===== config.mk =====
export PLATFORM = sky130hd
export DESIGN_NAME = btn_click_classifier
export DESIGN_NICKNAME = d
export VERILOG_FILES = /design/src/rtl/btn_click_classifier.sv
export SDC_FILE = /design/constraint.sdc
export NUM_CORES = 1
export LEC_CHECK = 0
export BUFFER_PORTS_ARGS = -buffer_cell sky130_fd_sc_hd__buf_2
export CAP_MARGIN = 20
export CORE_AREA = 2 2 84 46
export DETAILED_ROUTE_END_ITERATION = 8
export DIE_AREA = 0 0 86 48
export GPL_ROUTABILITY_DRIVEN = 0
export MAX_ROUTING_LAYER = met4
export PLACE_DENSITY_LB_ADDON = 0.15
export RECOVER_POWER = 25
export REMOVE_ABC_BUFFERS = 1
export SLEW_MARGIN = 20
export SYNTH_ARGS = -nofsm -noshare
export SYNTH_HDL_FRONTEND = slang
export SYNTH_SLANG_ARGS = --single-unit

===== constraint.sdc =====
create_clock -name iClk -period 3.6 [get_ports iClk]
set_input_delay 0 -clock iClk [delete_from_list [all_inputs] [get_ports iClk]]
set_output_delay 0 -clock iClk [all_outputs]
set_load 0.02 [all_outputs]

===== src/rtl/btn_click_classifier.sv =====
// Classifies debounced press ticks into single/double (and optionally triple) click events.
// Optional triple-click support is enabled by defining BTN_CLICK_TRIPLE_EN.
module btn_click_classifier #(
    parameter int MS_DIV    = 100_000,
    parameter int WINDOW_MS = 250,
    localparam int MS_W     = $clog2(MS_DIV),
    localparam int WIN_W    = $clog2(WINDOW_MS + 1)
) (
    input  logic iClk,
    input  logic iRst,
    input  logic iBtnTick,
    input  logic iEn,
    output logic oSingle,
    output logic oDouble,
    output logic oTriple,
    output logic oBusy
);

`ifdef BTN_CLICK_TRIPLE_EN
    typedef enum logic [1:0] {IDLE, WAIT1, WAIT2} state_t;
`else
    typedef enum logic [1:0] {IDLE, WAIT1} state_t;
`endif

    localparam logic [MS_W-1:0]  MS_LAST  = MS_W'(MS_DIV - 1);
    localparam logic [WIN_W-1:0] WIN_LAST = WIN_W'(WINDOW_MS - 1);

    state_t           rState;
    logic [MS_W-1:0]  rMsCnt;
    logic [WIN_W-1:0] rWinCnt;
    logic             wMsTick;
    logic             wExpire;
    logic             wOpen;
    logic             wHold;

    assign wMsTick = (rMsCnt == MS_LAST);
    assign wExpire = wMsTick && (rWinCnt == WIN_LAST);
    assign wOpen   = (rState != IDLE);
    // Counters only run while a window is open and nothing ends or restarts it.
    assign wHold   = wOpen && iEn && !iBtnTick && !wExpire;
    assign oBusy   = wOpen;

    always_ff @(posedge iClk or posedge iRst) begin
        if (iRst) begin
            rMsCnt  <= '0;
            rWinCnt <= '0;
        end else if (wHold) begin
            rMsCnt <= wMsTick ? '0 : rMsCnt + 1'b1;
            if (wMsTick)
                rWinCnt <= rWinCnt + 1'b1;
        end else begin
            rMsCnt  <= '0;
            rWinCnt <= '0;
        end
    end

`ifndef BTN_CLICK_TRIPLE_EN
    assign oTriple = 1'b0;
`endif

    always_ff @(posedge iClk or posedge iRst) begin
        if (iRst) begin
            rState  <= IDLE;
            oSingle <= 1'b0;
            oDouble <= 1'b0;
`ifdef BTN_CLICK_TRIPLE_EN
            oTriple <= 1'b0;
`endif
        end else begin
            oSingle <= 1'b0;
            oDouble <= 1'b0;
`ifdef BTN_CLICK_TRIPLE_EN
            oTriple <= 1'b0;
`endif
            case (rState)
                IDLE: begin
                    if (iBtnTick && iEn)
                        rState <= WAIT1;
                end
                WAIT1: begin
                    // Disable aborts first; a tick beats a coincident expiry.
                    if (!iEn) begin
                        rState <= IDLE;
                    end else if (iBtnTick) begin
`ifdef BTN_CLICK_TRIPLE_EN
                        rState <= WAIT2;
`else
                        rState  <= IDLE;
                        oDouble <= 1'b1;
`endif
                    end else if (wExpire) begin
                        rState  <= IDLE;
                        oSingle <= 1'b1;
                    end
                end
`ifdef BTN_CLICK_TRIPLE_EN
                WAIT2: begin
                    if (!iEn) begin
                        rState <= IDLE;
                    end else if (iBtnTick) begin
                        rState  <= IDLE;
                        oTriple <= 1'b1;
                    end else if (wExpire) begin
                        rState  <= IDLE;
                        oDouble <= 1'b1;
                    end
                end
`endif
                default: rState <= IDLE;
            endcase
        end
    end

endmodule

==> qor.txt <==
TIMING
---------------------------------------------------------------------------------------
Hold_ws                                                                         2.16 ps
RSZ-0062 raised after global routing                                              false
Share of the cycle needed by the critical path after routing                      69.8%
Least-Margin Pin Slew                                                           1070 ps
Final max-slew violation count                                                        0
Setup TNS                                                                          0 ps
Count of final hold-check violations                                                  0
Total setup violations reported at the end of the flow                                0
Period minus WS final                                                           2510 ps
Setup Skew                                                                      3.62 ps
Smallest setup slack after layout                                               1090 ps
Fmax                                                                          0.398 GHz
Slew Limit Headroom                                                               28.5%

GLOBAL ROUTING
---------------------------------------------------------------------------------------
Maximum number of pins on one net before global-route repair                         29
Overflow left after global routing                                                    0
Wire length of the first global-routing pass                                    4.80 mm
Tot GR Track Use                                                                  16.4%
Via count of the first global-routing pass                                          930
Number of antenna violations at the first check in global routing                     0

PLACE
---------------------------------------------------------------------------------------
Worst Setup Slack post-DPL                                                      1080 ps
DPL Wire Length                                                                 2.18 mm
Number of I/O port buffers                                                            6

DRT
---------------------------------------------------------------------------------------
Remaining number of nets flagged by the antenna check after routing                   0
Routed vias                                                                       1,129
Final Routed Wirelength                                                         2.93 mm
Number of violations reported at the end of detailed-routing iteration 0             73
Vias per std cell                                                                  5.56
First-pass DRT Iterations                                                             4
DRC viols                                                                             0
Wire length per cell                                                            14.4 um

CELLS AND AREA
---------------------------------------------------------------------------------------
Growth of design area from synthesis to finish                                    7.05%
Commonest non-fill, non-tap cell in the layout                                  dfrtp_1
Final Net Count                                                                     170
Share of layout cells above drive strength 1                                      4.97%
Diodes inserted                                                                       0
Number of fill cells in the layout                                                  334
Most frequent cells in the layout                                          dfrtp_1, nor2_1, xnor2_1

SYNTH
---------------------------------------------------------------------------------------
Combined area of all synthesized cells                                        1470 um^2
Sequential fraction of the synthesis area                                         47.6%
Yosys Warn Count                                                                      0
Total of flip-flops plus latches after synthesis                                     28
Gate count after technology mapping                                                 158
Mean instance size in the synthesized netlist                                 9.32 um^2
Number of different library cells in the post-synthesis netlist                      32

CRITICAL PATH
---------------------------------------------------------------------------------------
Worst path arrival time                                                         2710 ps
R2R setup slack                                                                 1090 ps
Worst endpoint required time                                                    3790 ps
Critical Path Start Type                                                           flop
Worst R2R Start                                                               rMsCnt[6]
CP Class                                                                   flop to flop
Reg-to-reg critical path endpoint                                            rWinCnt[6]
Worst r2r path cells                                                                  4
Max Fanout on Critical Path                                                          16
Kind of capture point of the worst setup path                                      flop

DIE
---------------------------------------------------------------------------------------
Row Count                                                                            15
Overall die height                                                                48 um
Boundary pin count                                                                    8
Die area                                                                      4130 um^2
Initial core utilization                                                          44.3%
Core outline area                                                             3320 um^2
Die width                                                                         86 um

POWER AND IR DROP
---------------------------------------------------------------------------------------
Pwr/cell area                                                               321 nW/um^2
Max VDD drop                                                                   0.205 mV
Leakage                                                                        0.582 nW

MIN PATH
---------------------------------------------------------------------------------------
WHS Endpoint                                                                    oDouble
Worst Hold Path Cells                                                                 2
Critical hold path startpoint                                                  iBtnTick
Path type of the worst min-delay path                                      input pin to flop

CLOCK TREE
---------------------------------------------------------------------------------------
Clock slew at reported path FFs                                                   90 ps
Maximum level of the CTS H-tree                                                       1
Clock insertion delay at the later pin of the skew report                        270 ps
Clock tree sinks                                                                     28
Number of clock buffers inserted by TritonCTS                                         3
CTS tree                                                                            yes
CTS Buffer Depth                                                                      2
Root buffer cell                                                               clkbuf_8

JOB
---------------------------------------------------------------------------------------
Number of maximum-capacitance constraint violations                                   0

OUTCOME
---------------------------------------------------------------------------------------
Result of the run                                                          complete, no violations

==> kinds of logic (layout without fill, tap and decap cells) <==
| kind of cell | count (synthesis) | count (layout) | share of synthesized area, % |
|---|---|---|---|
| other | 1 | 1 | 0.255 |
| DFF | 28 | 28 | 47.6 |
| AOI/OAI and AO/OA | 21 | 21 | 8.50 |
| xor gates and xnor gates | 16 | 16 | 9.52 |
| adders and majority gates | 3 | 3 | 2.55 |
| buffers and inverters | 15 | 18 | 4.33 |
| and+or+nand+nor | 74 | 74 | 27.3 |
==> layout make-up <==
type	instances	area (um^2)	area share, %
clock buffer	3	41.3	2.62
inverter	7	26.3	1.67
multi-input combinational	115	708	44.9
sequential	28	701	44.4
tap	42	52.6	3.33
timing repair buffer	8	47.5	3.02
==> power breakdown <==
| group | leakage, nW | total [mW] | internal (mW) | switching (mW) |
|---|---|---|---|---|
| sequential | 0.390 | 0.319 | 0.316 | 0.00227 |
| clock | 0.0216 | 0.167 | 0.0751 | 0.0917 |
| combinational | 0.171 | 0.0215 | 0.00597 | 0.0155 |
| total | 0.582 | 0.507 | 0.397 | 0.109 |
==> state kept, by name, indices dropped and copies added (netlist names) <==
signal,flops
rMsCnt,17
rWinCnt,8
oDouble,1
oSingle,1
rState,1
==> synthesized netlist by cell type (all sizes together) <==
cell     instances  area [um^2]
buf              4         22.5
and3             4         25.0
a41oi            1         8.76
or3              5         31.3
nand3            8         40.0
nand2b           1         6.26
o31ai            3         22.5
and4b            1         10.0
nor3             2         10.0
or4bb            1         11.3
xor2             4         35.0
xnor2           12          105
ha               3         37.5
nor4             6         37.5
a21boi           2         15.0
nor2            21         78.8
o21ai            4         20.0
dfrtp           28          701
inv              7         26.3
conb             1         3.75
nand2            9         33.8
nand4bb          1         11.3
a21oi           10         50.1
clkbuf           4         15.0
or3b             1         8.76
nor2b            1         6.26
nand4            6         37.5
nand4b           1         8.76
a311oi           1         8.76
nand3b           1         7.51
or4              5         37.5
==> worst max-delay path by stage <==
| stage | startpoint | to | slack [ps] |
|---|---|---|---|
| floorplan | rMsCnt[6] | rWinCnt[6] | 1270 |
| detailed placement | rMsCnt[6] | rMsCnt[14] | 1080 |
| finish | rMsCnt[6] | rWinCnt[6] | 1090 |
| global route | rMsCnt[6] | rMsCnt[11] | 950 |
| global placement | rMsCnt[6] | rWinCnt[6] | 1130 |
| CTS | rMsCnt[6] | rMsCnt[6] | 1090 |
==> repair_timing <==
item / CTS / global route
gates resized for setup: 0 / 0
hold endpoints to repair: 2 / 28
hold buffers: 1 / 1
buffers inserted: 0 / 0
==> worst max-delay path, stage by stage (launching register included) <==
cell and delay [ps]:
dfrtp_1 420, or4_1 550, or4_1 780, or4_1 540, a21oi_1 150
==> layer usage <==
metal / part of all wire (%) / vias up / track usage (%)
li1: - / 564 / -
met1: 56 / 522 / 26.0
met2: 35 / 41 / 20.0
met3: 8.0 / 2 / 4.31
met4: 0.41 / 0 / 2.86
met5: 0 / - / -
==> through the flow <==
step / cell area [um^2] / util, % / total power [mW] / std cells
after floorplan: 1440 / - / 0.338 / 150
after global placement: 1520 / 45.7 / 0.345 / 198
after detailed placement: 1520 / 45.7 / 0.345 / 198
after CTS: 1570 / 47.2 / 0.513 / 202
after global routing: 1580 / 47.5 / 0.528 / 203
final: 1580 / 47.5 / 0.507 / 203
(Power assumes the default switching activity.)
